--- src/rtl/bin_to_st_sng.sv ---
// Stochastic number generator: turns an 8-bit unsigned value into a 256-bit
// unipolar stream word, one bit per clock, using a maximal-length LFSR as comparator source.
module bin_to_st_sng #(
  parameter int unsigned         WIDTH = 8,
  parameter logic [WIDTH-1:0]    SEED  = 8'h01
) (
  input  logic                     clk,
  input  logic                     rst,
  input  logic                     in_valid,
  output logic                     in_ready,
  input  logic [WIDTH-1:0]         bin_in,
  output logic                     out_valid,
  input  logic                     out_ready,
  output logic [(1<<WIDTH)-1:0]    st_out,
  output logic                     busy
);

  localparam int unsigned      LEN      = 1 << WIDTH;
  // The LFSR period is LEN-1, so the last generated bit is LEN-2; bit LEN-1 stays 0.
  localparam logic [WIDTH-1:0] LAST_IDX = WIDTH'(LEN - 2);

  typedef enum logic [1:0] {
    S_IDLE,
    S_GEN,
    S_HOLD
  } state_e;

  state_e           state_q, state_d;
  logic [WIDTH-1:0] bin_q,   bin_d;
  logic [WIDTH-1:0] lfsr_q,  lfsr_d;
  logic [WIDTH-1:0] idx_q,   idx_d;
  logic [LEN-1:0]   st_q,    st_d;

  logic [WIDTH-1:0] lfsr_dec;
  logic [WIDTH-1:0] lfsr_next;
  logic             stream_bit;

  // lfsr-1 walks 0..LEN-2 exactly once, so bin > lfsr-1 yields exactly min(bin, LEN-1) ones.
  assign lfsr_dec   = lfsr_q - WIDTH'(1);
  assign lfsr_next  = {lfsr_q[6:0], lfsr_q[7] ^ lfsr_q[5] ^ lfsr_q[4] ^ lfsr_q[3]};
  assign stream_bit = (bin_q > lfsr_dec);

  // NOTE: every variable gets its hold value first so no path through the case infers a latch.
  always_comb begin
    state_d = state_q;
    bin_d   = bin_q;
    lfsr_d  = lfsr_q;
    idx_d   = idx_q;
    st_d    = st_q;

    unique case (state_q)
      S_IDLE: begin
        if (in_valid) begin
          bin_d   = bin_in;
          lfsr_d  = SEED;
          idx_d   = '0;
          st_d    = '0;
          state_d = S_GEN;
        end
      end

      S_GEN: begin
        st_d[idx_q] = stream_bit;
        lfsr_d      = lfsr_next;
        idx_d       = idx_q + WIDTH'(1);
        if (idx_q == LAST_IDX) begin
          state_d = S_HOLD;
        end
      end

      S_HOLD: begin
        if (out_ready) begin
          state_d = S_IDLE;
        end
      end

      default: state_d = S_IDLE;
    endcase
  end

  // NOTE: state registers use non-blocking assignments so all of them update from pre-edge values.
  always_ff @(posedge clk or posedge rst) begin
    if (rst) begin
      state_q <= S_IDLE;
      bin_q   <= '0;
      lfsr_q  <= SEED;
      idx_q   <= '0;
    end else begin
      state_q <= state_d;
      bin_q   <= bin_d;
      lfsr_q  <= lfsr_d;
      idx_q   <= idx_d;
    end
  end

  // The stream word is a plain register, not a memory, and reset clears any partial result.
  always_ff @(posedge clk or posedge rst) begin
    if (rst) begin
      st_q <= '0;
    end else begin
      st_q <= st_d;
    end
  end

  assign st_out    = st_q;
  assign in_ready  = (state_q == S_IDLE);
  assign out_valid = (state_q == S_HOLD);
  assign busy      = (state_q != S_IDLE);

endmodule

--- config.mk ---
export PLATFORM = sky130hd
export DESIGN_NAME = bin_to_st_sng
export DESIGN_NICKNAME = d
export VERILOG_FILES = /design/src/rtl/bin_to_st_sng.sv
export SDC_FILE = /design/constraint.sdc
export NUM_CORES = 1
export LEC_CHECK = 0
export ABC_AREA = 1
export BUFFER_PORTS_ARGS = -buffer_cell sky130_fd_sc_hd__buf_2
export CELL_PAD_IN_SITES_DETAIL_PLACEMENT = 0
export CELL_PAD_IN_SITES_GLOBAL_PLACEMENT = 2
export CORE_ASPECT_RATIO = 1.4
export CORE_MARGIN = 4
export CORE_UTILIZATION = 32
export DETAILED_ROUTE_END_ITERATION = 8
export GPL_TIMING_DRIVEN = 0
export HOLD_SLACK_MARGIN = 0.1
export PLACE_DENSITY = 0.88
export SLEW_MARGIN = 20
export SYNTH_ARGS = -nofsm -noshare
export SYNTH_HDL_FRONTEND = slang
export SYNTH_SLANG_ARGS = --single-unit
--- constraint.sdc ---
create_clock -name clk -period 10.5 [get_ports clk]
set_input_delay 1.575 -clock clk [delete_from_list [all_inputs] [get_ports clk]]
set_output_delay 1.575 -clock clk [all_outputs]
set_load 0.05 [all_outputs]
==> Word-level counts from Yosys, hierarchy flattened <==
Index checks and enable logic that the tools add are counted.
Widths: inputs -> output; s select.
{ "totals": {"input_bits": 12, "output_inout_bits": 259, "mem_bits_ro": 0, "mem_count": 0, "ff_bits": 282, "word_cells": 39, "mem_bits_rw": 0, "latchBits": 0} }
{ "classes": {"muxes": 13, "multipliers": 0, "reduce_logical": 7, "add_sub_neg": 2, "eq_ne": 6, "div_mod_pow": 0, "n_shift": 0, "bitwise_logic": 3, "order_cmp": 3} }
{ "ops": {"columns": ["op", "n"], "rows": [
  ["$pmux 256 s2", 1],
  ["$bwmux 256", 1],
  ["$mux 256", 1],
  ["$pmux 8 s2", 2],
  ["$mux 8", 2],
  ["$lt 8x9->1 const B", 1],
  ["$add 8x1->8 const B", 1],
  ["$demux 1 s8", 1],
  ["$eq 8x8->1 const B", 1],
  ["$ge 8x1->1 const B", 1],
  ["$gt 8x8->1", 1],
  ["$sub 8x1->8 const B", 1],
  ["$mux 2", 3],
  ["$pmux 2 s3", 1],
  ["$ne 2x2->1 const B", 2],
  ["$reduce_and 2->1", 2],
  ["$reduce_bool 2->1", 2],
  ["$reduce_and 3->1", 1],
  ["$xor 1x1->1", 3],
  ["$eq 2x1->1 const B", 1],
  ["$eq 2x2->1 const B", 1],
  ["$logic_not 2->1", 1],
  ["$ne 2x1->1 const B", 1],
  ["$logic_and 1x1->1", 1],
  ["$mux 1", 1]
]} }

==> Logic depth before layout (Yosys ltp) <==
Gate-level depths: netlist (run 1).
{ "depth": {"ltp_word": 6, "ltp_mapped": 14, "mapped_depth_nobuf": 12} }

==> Worst setup path after synthesis (run 1) <==
OpenSTA, ideal clock, no wires.
{ "synth_timing": {"path_kind": "flip-flop to output port", "from": "reg state_q[0]", "to": "out in_ready", "setup_slack_ns": 7.712, "t_arrival_ns": 1.213, "path_stages_with_launch": 4, "path_cell_list": "dfrtp_1 inv_1 nand2_1 inv_1"} }
{ "synth_via": {"elab_chain_len": 1} }
{ "synth_rtl": {"columns": ["item", "line_no", "text"], "rows": [
  ["start, declared", "28", "state_e state_q, state_d;"],
  ["start signal, assigned", "89", "state_q <= state_d;"],
  ["$logic_not 2->1", "106", "assign in_ready = (state_q == S_IDLE);"],
  ["end, declared", "10", "output logic in_ready,"]
]} }
Every way passes these cells.

==> Final worst setup path (run 1) <==
{ "layout_timing": {"from": "reg lfsr_q[0]", "to": "reg st_q[73] (netlist: st_out[73])"} }
{ "layout_via": {"elab_chain_len": 4} }
{ "layout_rtl": {"columns": ["item", "line_no", "text"], "rows": [
  ["start, declared", "30", "logic [WIDTH-1:0] lfsr_q, lfsr_d;"],
  ["start signal, assigned", "91", "lfsr_q <= lfsr_d;"],
  ["$sub 8x1->8", "39", "assign lfsr_dec = lfsr_q - WIDTH'(1);"],
  ["$gt 8x8->1", "41", "assign stream_bit = (bin_q > lfsr_dec);"],
  ["$bwmux 256", "63", "st_d[idx_q] = stream_bit;"],
  ["$pmux 256 s2", "51", "unique case (state_q)"],
  ["end signal, assigned", "101", "st_q <= st_d;"],
  ["end, declared", "32", "logic [LEN-1:0] st_q, st_d;"]
]} }
Every way passes these cells.
A chain may end at the register's enable or synchronous reset.

==> summary.md, run 1 <==
| Metric | Value |
|---|---|
| Sum Neg Setup Slack | `0 ns` |
| Leakage | `7.54 nW` |
| CP dominant cell by count | `nand2_1` |
| CP Capture Type | `flip-flop` |
| Synth Net Count | `1,397` |
| Most frequent cells in the layout | `buf_2 (298), dfrtp_1 (281), nand2_1 (275)` |
| H-tree lvl count | `1` |
| Final Setup Violations | `0` |
| Ys Warns | `0` |
| Post-route ant nets | `0` |
| Pre-CTS WS | `7.07 ns` |
| Worst setup SP type | `flip-flop` |
| Number of global-route vias before repair | `10.6k` |
| Number of CTS-inserted buffers | `29` |
| Register Area | `0.00706 mm2` |
| Crit path buf inv count | `3` |
| Final wirelength | `44,400 um` |
| Global Route met2 Usage | `35.0%` |
| VDD IR max | `0.150 mV` |
| Critical path class | `reg -> reg` |
| Commonest non-fill, non-tap cell in the layout | `buf_2` |
| Initial antenna violation count | `0` |
| # nets final | `1,701` |
| Syn avg cell area | `8.89 um2` |
| Number of DRC markers in iteration 0 | `925` |
| # rows | `84` |
| Antenna diodes | `0` |
| Fmax achieved | `298 MHz` |
| Critical Path Fanout Max | `10` |
| Post-CTS setup buffer count | `0` |
| Register area share after synthesis | `57.9%` |
| Crit-path max cell delay | `0.57 ns` |
| Pre-antenna DRT Iters | `5` |
| Resized cells post-CTS | `0` |
| Hold_buf cts | `0` |
| Worst path slowest cell | `clkbuf_1` |
| Vias | `11.1k` |
| Synthesized cell area | `0.0122 mm2` |
| Final Max Tran Viols | `0` |
| # IOs | `271` |
| Slew @ Worst Pin | `0.731 ns` |
| Worst clock skew | `0.0139 ns` |
| Worst Setup Slack, final | `7.14 ns` |
| Met1 usage | `26.2%` |
| Number of library cell types mapped by synthesis | `29` |
| Syn Inst Count | `1,372` |
| CP arrival | `3.78 ns` |
| Rel. slew slack | `51.0%` |
| GRT Total Usage | `20.7%` |
| Die footprint | `0.0413 mm2` |
| Core Footprint | `0.0376 mm2` |
| Fillers | `3,785` |
| CTS tree | `built` |
| Number of synthesized register bits | `282` |
| Placer Congestion | `0.871` |
| Clock Pin Slew Worst Setup and Hold Paths | `0.06 ns` |
| Wire per inst | `20.5 um` |
| Most used routing layer | `met2` |
| Max-cap viol count | `0` |
| GR met3 Demand/Resource | `3.73%` |
| CP required | `10.92 ns` |
| Status | `completed` |
| GR Overflow Total | `0` |
| Pwr Total | `0.00432 W` |
| Clock sinks | `282` |
| Detailed placement HPWL | `31,700 um` |
| Post-Layout Inst Area | `0.0152 mm2` |
| Crit-path leading delay family | `buffers and inverters` |
| Final hold viol count | `0` |
| First-pass GRT wire length | `66,400 um` |
| Final period util | `32.0%` |
| Max Buffers Root-to-Sink | `3` |
| Fin crit period | `3.36 ns` |
| Clk root buf | `clkbuf_16` |
| Initial Util | `32.4%` |
| Hold WC Path Type | `reg -> reg` |
| Layout cells sized above 1 | `22.5%` |
| Post-Layout Cell Count | `2,171` |
| RSZ-0062 raised after global routing | `no` |
| # placed instances | `2,118` |
| Die Y | `239 um` |
| Multi-input logic area | `0.00445 mm2` |
| Largest net degree at the start of global routing | `88` |
| Dpl cell area | `0.0142 mm2` |
| Area growth from synthesis to layout | `25.0%` |
| Number of port buffers | `270` |
| Worst-Skew Late Latency | `0.57 ns` |
| Vias per Instance | `5.12` |
| Die X | `173 um` |
| Pwr Density | `284 mW/mm2` |
| Cell Chain, Critical Path | `inv_1 -> ha_1 -> nand2_1 -> nor2_1 -> xor2_1 -> ha_1 -> nand2_1 -> nor2_1 -> nand4_1 -> nand2_1 -> clkbuf_1 -> buf_1 -> o21ai_0` |
| DR DRC count | `0` |
## worst reg2reg max path, delay by kind of cell (launching register included)
family / cells / cell delay (ns)
buffers and inverters: 3 / 1.15
adder cells (fa/ha/maj): 2 / 0.50
flip-flops: 1 / 0.55
AO/OA/AOI/OAI: 1 / 0.15
XOR/XNOR: 1 / 0.15
AND/OR/NAND/NOR: 6 / 0.72
## cell type report
cell class / instances / area share (%)
Clock inverter: 10 / 1.03
Inverter: 69 / 1.75
Sequential cell: 282 / 46.3
Timing Repair Buffer: 273 / 9.41
Multi-Input combinational cell: 931 / 29.2
Clock buffer: 43 / 5.63
Buffer: 90 / 2.82
Tap cell: 473 / 3.88
## sequential cells by signal, indices dropped and copies added (netlist names)
register / flops
lfsr_q: 8
idx_q: 8
st_out: 256
bin_q: 8
state_q: 2
## power by group
part,internal (W),switching [W],total [W]
Clock,0.000662,0.000445,0.00111
Combinational,0.000360,0.00143,0.00179
Sequential,0.00127,0.000152,0.00143
Total,0.00230,0.00203,0.00432
## through the flow
stage,hold slack [ns],util (%)
6_report,0.482,40.5
5_1_grt,0.506,40.5
4_1_cts,0.486,40.5
3_5_place_dp,0.477,37.8
3_3_place_gp,0.467,37.6
2_1_floorplan,0.452,-
## cell families after synthesis
| logic type | Yosys count | share of synthesized area (%) |
|---|---|---|
| and+or+nand+nor | 581 | 20.9 |
| AOI/OAI and AO/OA | 329 | 13.6 |
| DFF | 282 | 57.9 |
| buffers and inverters | 159 | 5.64 |
| adders and majority gates | 13 | 1.33 |
| xor gates and xnor gates | 8 | 0.575 |
## metal layers
layer,share of wire (%),vias to the layer above
li1,-,5257
met3,5.9,86
met2,48,405
met4,4.7,0
met5,0,-
met1,41,5375
## synthesized netlist by cell type, drive strengths merged
library cell  count  share of area, %
a21o              1             0.062
a21oi            88               3.6
buf              49               2.3
clkbuf           41               1.3
clkinv            3             0.092
dfrtp           281                58
dfstp             1              0.22
ha               13               1.3
inv              66               2.0
nand2           277               8.6
nand3           228               9.4
nand4             3              0.15
nor2             67               2.3
nor3              6              0.56
o21ai           230               9.4
o22ai             8              0.41
o31ai             2              0.12
xnor2             2              0.14
xor2              6              0.43
## worst paths after layout
| check | startpoint | endpoint | slack [ns] | cells past startpoint |
|---|---|---|---|---|
| hold reg to reg | state_q[0]$_DFFE_PP0P_ | state_q[1]$_DFFE_PP0P_ | 0.48 | 1 |
| hold / removal | state_q[0]$_DFFE_PP0P_ | state_q[1]$_DFFE_PP0P_ | 0.48 | 1 |
| setup / recovery | lfsr_q[0]$_DFFE_PP1P_ | st_out[73]$_DFFE_PP0P_ | 7.14 | 13 |
| max in group asynchronous | rst | st_out[113]$_DFFE_PP0P_ | 8.39 | 4 |
| min in group asynchronous | rst | st_out[18]$_DFFE_PP0P_ | 0.96 | 2 |
| setup reg to reg | lfsr_q[0]$_DFFE_PP1P_ | st_out[73]$_DFFE_PP0P_ | 7.14 | 13 |
No activity file was read; power rests on OpenSTA's default activity.
==> run 2, diff against run 1 <==
CORE_UTILIZATION = 29   (was 32)
PLACE_DENSITY = 0.85   (was 0.88)
clock period = 3 ns   (was 10.5 ns; I/O delays follow)
==> summary.md, run 2 (synthesis results as in run 1) <==
| Metric | Value |
|---|---|
| H-tree lvl count | `1 (unchanged)` |
| Number of port buffers | `270 (unchanged)` |
| VDD IR max | `0.502 mV (+240%)` |
| Vias per Instance | `4.96 (-3.3%)` |
| Fmax achieved | `369 MHz (+24%)` |
| Internal reg-to-reg setup slack | `0.29 ns (-6.85 ns)` |
| First-pass GRT wire length | `69,000 um (+3.9%)` |
| Placer Congestion | `0.806 (-7.4%)` |
| Max Buffers Root-to-Sink | `3 (unchanged)` |
| Pwr Density | `984 mW/mm2 (+250%)` |
| Crit-path max cell delay | `0.54 ns (-0.03 ns)` |
| Most frequent cells in the layout | `buf_2 (297), dfrtp_1 (281), nand2_1 (274)` |
| Crit path buf inv count | `3 (unchanged)` |
| Initial Util | `29.5% (-3.0 points)` |
| RSZ-0062 raised after global routing | `no` |
| Critical path class | `reg -> reg` |
| Core Footprint | `0.0414 mm2 (+10%)` |
| GR Overflow Total | `0 (unchanged)` |
| CP arrival | `3.15 ns (-0.63 ns)` |
| Commonest non-fill, non-tap cell in the layout | `buf_2` |
| Hold WC Path Type | `in -> async` |
| Slew @ Worst Pin | `0.763 ns (+0.0321 ns)` |
| # rows | `88 (+4.8%)` |
| Die X | `181 um (+4.8%)` |
| Max-cap viol count | `0 (unchanged)` |
| Worst setup SP type | `flip-flop` |
| Post-route ant nets | `0 (unchanged)` |
| Max reg flops | `256 (unchanged)` |
| RR Startpoint | `lfsr_q[0]$_DFFE_PP1P_` |
| Most used routing layer | `met2` |
| Final Setup Violations | `0 (unchanged)` |
| GR met3 Demand/Resource | `2.51% (-1.2 points)` |
| Wire per inst | `20.4 um (-0.34%)` |
| DR DRC count | `0 (unchanged)` |
| Critical Path Fanout Max | `10 (unchanged)` |
| Fillers | `4,331 (+14%)` |
| Min Hold Slack | `0.445 ns (-0.0364 ns)` |
| Crit-path leading delay family | `simple AND/OR/NAND/NOR gates` |
| Dpl cell area | `0.0144 mm2 (+1.5%)` |
| Layout cells sized above 1 | `24.5% (+2.0 points)` |
| Die Y | `251 um (+4.9%)` |
| Initial antenna violation count | `0 (unchanged)` |
| Reg2reg end | `st_out[27]$_DFFE_PP0P_` |
| Clock Pin Slew Worst Setup and Hold Paths | `0.06 ns (about the same)` |
| GRT Total Usage | `19.6% (-1.1 points)` |
| Area growth from synthesis to layout | `28.2%` |
| Global Route met2 Usage | `34.0% (-0.95 points)` |
| Worst path slowest cell | `dfstp_2` |
| Final period util | `90.2% (+58 points)` |
| Met1 usage | `25.2% (-0.95 points)` |
| Rel. slew slack | `48.8% (-2.1 points)` |
| CTS tree | `built` |
| Post-Layout Inst Area | `0.0156 mm2 (+2.6%)` |
| Worst-Skew Late Latency | `0.58 ns (about the same)` |
| Post-CTS setup buffer count | `0 (unchanged)` |
| Pre-antenna DRT Iters | `5 (unchanged)` |
| Final Max Tran Viols | `0 (unchanged)` |
| CP required | `3.44 ns (-7.48 ns)` |
| Final hold viol count | `0 (unchanged)` |
| Path depth of the worst reg2reg path | `13 (unchanged)` |
| Detailed placement HPWL | `33,500 um (+5.5%)` |
| Clock sinks | `282 (unchanged)` |
| Clk root buf | `clkbuf_16` |
| CP Capture Type | `flip-flop` |
| Antenna diodes | `0 (unchanged)` |
| # nets final | `1,719 (+1.1%)` |
| Vias | `11.2k (+0.61%)` |
| Leakage | `7.72 nW (+2.5%)` |
| Cell Chain, Critical Path | `inv_1 -> ha_1 -> nand2_1 -> nor2_1 -> xor2_1 -> ha_1 -> nand2_1 -> nor2_1 -> nand4_1 -> nand2_2 -> clkbuf_4 -> clkbuf_2 -> o21ai_0` |
| # IOs | `271 (unchanged)` |
| Number of DRC markers in iteration 0 | `892 (-3.6%)` |
| Largest net degree at the start of global routing | `34 (-61%)` |
| Die footprint | `0.0454 mm2 (+9.9%)` |
| Number of global-route vias before repair | `10.8k (+1.9%)` |
| Number of CTS-inserted buffers | `30 (+3.4%)` |
| Status | `completed` |
| Final wirelength | `46,100 um (+3.7%)` |
| Fin crit period | `2.71 ns (-0.651 ns)` |
| Worst clock skew | `0.0222 ns (+0.00829 ns)` |
run 2: changes by cell type in the layout (fill, tap and decap cells not counted), moves of 3 or more:
| cell | previous run | this run |
|---|---|---|
| clkbuf_1 | 47 | 20 |
| clkbuf_2 | 0 | 22 |
| dlygate4sd3_1 | 0 | 10 |
| buf_12 | 0 | 8 |
| clkbuf_4 | 0 | 4 |
| clkinvlp_4 | 0 | 4 |
| clkinv_2 | 4 | 7 |
run 2: worst min-delay path, stage by stage:
cell and delay, ns:
dlygate4sd3_1 0.53, buf_2 0.13, clkinvlp_4 0.31
run 2: where the power goes:
part | leakage [nW] | switching (W) | internal (W)
Clock | 0.515 | 0.00161 | 0.00231
Combinational | 3.41 | 0.00504 | 0.00142
Sequential | 3.79 | 0.000541 | 0.00446
Total | 7.72 | 0.00719 | 0.00819
run 2: worst max path at each step:
stage,from,cells after the start,slack (ns),endpoint
after global routing,lfsr_q[0]$_DFFE_PP1P_,13,0.02,st_out[28]$_DFFE_PP0P_
final,lfsr_q[0]$_DFFE_PP1P_,13,0.29,st_out[27]$_DFFE_PP0P_
after floorplan,rst,1,-1.18,bin_q[0]$_DFFE_PP0P_
after global placement,rst,2,-3.09,st_out[122]$_DFFE_PP0P_
after detailed placement,lfsr_q[0]$_DFFE_PP1P_,13,-0.37,st_out[73]$_DFFE_PP0P_
after CTS,lfsr_q[0]$_DFFE_PP1P_,13,0.009,st_out[222]$_DFFE_PP0P_
run 2: area by class of cell:
cell class / count / area (um2) / share of cell area, %
multi-input cells: 931 / 4450 / 28.5
repair buffers: 290 / 1670 / 10.7
inverters: 69 / 263 / 1.68
plain buffers: 90 / 470 / 3.01
flip-flops and latches: 282 / 7060 / 45.1
clock inverters: 14 / 164 / 1.05
well taps: 540 / 676 / 4.32
clock buffers: 42 / 886 / 5.67
run 2: timing repair:
action | CTS | global route
endpoints found under the hold margin | 26 | 0
setup endpoints to repair | 174 | 196
hold buffers | 10 | 0
gates resized for setup | 21 | 15
pin swaps | 0 | 0
run 2: per-stage QoR:
stage | total power [W] | util [%] | std cells | setup TNS [ns] | setup slack, ns
after floorplan | 0.00920 | - | 1372 | -333.03 | -1.18
after global placement | 0.0113 | 34.4 | 2182 | -889.62 | -3.09
after detailed placement | 0.0114 | 34.9 | 2192 | -32.32 | -0.374
after CTS | 0.0155 | 37.7 | 2258 | 0 | 0.00935
after global routing | 0.0162 | 37.8 | 2258 | 0 | 0.0231
final | 0.0154 | 37.8 | 2258 | 0 | 0.293
run 2: layer usage:
layer	wire length [um]	share of wire (%)	up-vias
met1	18900	41	5404
met3	2560	5.6	74
li1	-	-	5303
met2	23000	50	410
met5	0	0	-
met4	1550	3.4	0
==> run 3, diff against run 2 <==
CORE_UTILIZATION = 35   (was 29)
PLACE_DENSITY = 0.94   (was 0.85)
clock period = 3.19 ns   (was 3 ns; I/O delays follow)
==> summary.md, run 3 (synthesis results as in run 1) <==
| Metric | Value |
|---|---|
| Status | `completed` |
| Reg2reg end | `st_out[188]$_DFFE_PP0P_` |
| # nets final | `1,717 (-0.12%)` |
| DR DRC count | `0 (unchanged)` |
| Clock sinks | `282 (unchanged)` |
| Final core occ | `45.1% (+7.3 points)` |
| HP Start | `bin_in[7]` |
| Number of global-route vias before repair | `11.0k (+1.9%)` |
| Initial antenna violation count | `0 (unchanged)` |
| GRT Total Usage | `22.4% (+2.8 points)` |
| Pwr Density | `922 mW/mm2 (-6.3%)` |
| Pre-antenna DRT Iters | `7 (+2)` |
| GR Overflow Total | `0 (unchanged)` |
| Critical Path Fanout Max | `10 (unchanged)` |
| Max Buffers Root-to-Sink | `3 (unchanged)` |
| Post-Layout Cell Count | `2,165 (-4.1%)` |
| Number of port buffers | `270 (unchanged)` |
| Slew @ Worst Pin | `0.837 ns (+0.0740 ns)` |
| Largest net degree at the start of global routing | `33 (-2.9%)` |
| # placed instances | `2,103 (-4.1%)` |
| Fin crit period | `2.98 ns (+0.268 ns)` |
| Clk root buf | `clkbuf_16` |
| Cell Chain, Critical Path | `inv_1 -> ha_1 -> nand2_1 -> nor2_1 -> xor2_1 -> ha_1 -> nand2_1 -> nor2_1 -> nand4_1 -> nand2_1 -> clkbuf_2 -> clkbuf_1 -> o21ai_0` |
| Crit-path max cell delay | `0.55 ns (about the same)` |
| First-pass GRT wire length | `67,200 um (-2.7%)` |
| Critical path class | `reg -> reg` |
| RSZ-0062 raised after global routing | `yes` |
| Crit path buf inv count | `3 (unchanged)` |
| Rel. slew slack | `43.9% (-5.0 points)` |
| Core Footprint | `0.0342 mm2 (-17%)` |
| # IOs | `271 (unchanged)` |
| Hold EP | `bin_q[7]$_DFFE_PP0P_` |
| Max reg flops | `256 (unchanged)` |
| # rows | `80 (-9.1%)` |
| Crit-path leading delay family | `buffers and inverters` |
| Post-route ant nets | `0 (unchanged)` |
| Fmax achieved | `336 MHz (-9.0%)` |
| Commonest non-fill, non-tap cell in the layout | `buf_2` |
| Leakage | `7.66 nW (-0.77%)` |
| Final period util | `93.3% (+3.0 points)` |
| Layout cells sized above 1 | `23.6% (-0.88 points)` |
| CTS tree | `built` |
| Clock Pin Slew Worst Setup and Hold Paths | `0.06 ns (about the same)` |
| Final Setup Violations | `0 (unchanged)` |
| Most frequent cells in the layout | `buf_2 (298), dfrtp_1 (281), nand2_1 (275)` |
| Worst clock skew | `0.0114 ns (-0.0108 ns)` |
| Placer Congestion | `0.855 (+6.1%)` |
| Vias per Instance | `5.22 (+5.4%)` |
| Detailed placement HPWL | `31,800 um (-5.1%)` |
| Sum Neg Setup Slack | `0 ns (unchanged)` |
| Die footprint | `0.0379 mm2 (-17%)` |
| Hold WC Path Type | `in -> reg` |
| Worst path slowest cell | `dfstp_2` |
| Die X | `166 um (-8.6%)` |
| Internal reg-to-reg setup slack | `0.21 ns (-0.08 ns)` |
| RR Startpoint | `lfsr_q[0]$_DFFE_PP1P_` |
| Initial Util | `35.6% (+6.2 points)` |
| Final Max Tran Viols | `0 (unchanged)` |
| Vias | `11.3k (+1.0%)` |
| H-tree lvl count | `1 (unchanged)` |
| Path depth of the worst reg2reg path | `13 (unchanged)` |
| Antenna diodes | `0 (unchanged)` |
| Post-CTS setup buffer count | `0 (unchanged)` |
| Min Hold Slack | `0.127 ns (-0.318 ns)` |
| CP dominant cell by count | `nand2_1` |
| CP Capture Type | `flip-flop` |
| Worst setup SP type | `flip-flop` |
| Hold Path Cell Cnt | `3` |
| Max-cap viol count | `0 (unchanged)` |
| Final hold viol count | `0 (unchanged)` |
| Number of CTS-inserted buffers | `30 (unchanged)` |
| Wire per inst | `20.3 um (-0.73%)` |
| CP arrival | `3.40 ns (+0.25 ns)` |
| Number of DRC markers in iteration 0 | `972 (+9.0%)` |
| Die Y | `229 um (-8.7%)` |
| Worst-Skew Late Latency | `0.56 ns (-0.02 ns)` |
| VDD IR max | `0.515 mV (+2.6%)` |
| Final wirelength | `43,800 um (-4.8%)` |
| Area growth from synthesis to layout | `26.6%` |
| CP required | `3.61 ns (+0.17 ns)` |
[run 3: final cells by class]
type | instances | area (um2)
buffer | 90 | 449
timing repair buffer | 288 | 1650
sequential | 282 | 7060
clock buffer | 46 | 912
multi-input combinational | 931 | 4450
fill | 3373 | 18800
inverter | 69 | 263
tap | 451 | 564
clock inverter | 8 | 98.8
[run 3: worst min-delay path: stages]
cell and delay (ns):
buf_2 0.07, nand2_1 0.04, nand2_1 0.05
[run 3: per-layer routing]
metal	up-vias	GRT usage, %	wire length, um
met1	5482	28.4	17700
met2	435	37.8	21300
met5	-	0	0
met3	102	3.46	2700
met4	0	9.98	2100
li1	5288	-	-
[run 3: power breakdown]
group	total [W]	internal, W	switching, W
Sequential	0.00469	0.00419	0.000496
Combinational	0.00598	0.00126	0.00471
Clock	0.00358	0.00212	0.00146
[run 3: how the worst max path moves through the flow]
| stage | from | end | slack (ns) | cells past startpoint |
|---|---|---|---|---|
| final | lfsr_q[0]$_DFFE_PP1P_ | st_out[188]$_DFFE_PP0P_ | 0.21 | 13 |
| after global routing | lfsr_q[0]$_DFFE_PP1P_ | st_out[147]$_DFFE_PP0P_ | -0.02 | 13 |
| after CTS | lfsr_q[0]$_DFFE_PP1P_ | st_out[131]$_DFFE_PP0P_ | 0.01 | 13 |
| after detailed placement | lfsr_q[0]$_DFFE_PP1P_ | st_out[73]$_DFFE_PP0P_ | -0.14 | 13 |
| after global placement | rst | st_out[120]$_DFFE_PP0P_ | -2.85 | 2 |
| after floorplan | rst | bin_q[0]$_DFFE_PP0P_ | -1.02 | 1 |
[run 3: timing repair]
item | in CTS | in global routing
hold endpoints to repair | 22 | 0
resized for setup | 1 | 30
pin swaps | 0 | 0
endpoints found under the setup margin | 32 | 111
gates cloned | 0 | 0
hold buffers | 8 | 0
[run 3: through the flow]
stage | setup slack (ns) | total power, W | instance area, um2
3_5_place_dp | -0.137 | 0.0107 | 14300
4_1_cts | 0.0127 | 0.0143 | 15400
6_report | 0.215 | 0.0142 | 15400
2_1_floorplan | -1.02 | 0.00865 | 12200
3_3_place_gp | -2.85 | 0.0106 | 14100
5_1_grt | -0.0176 | 0.0150 | 15400
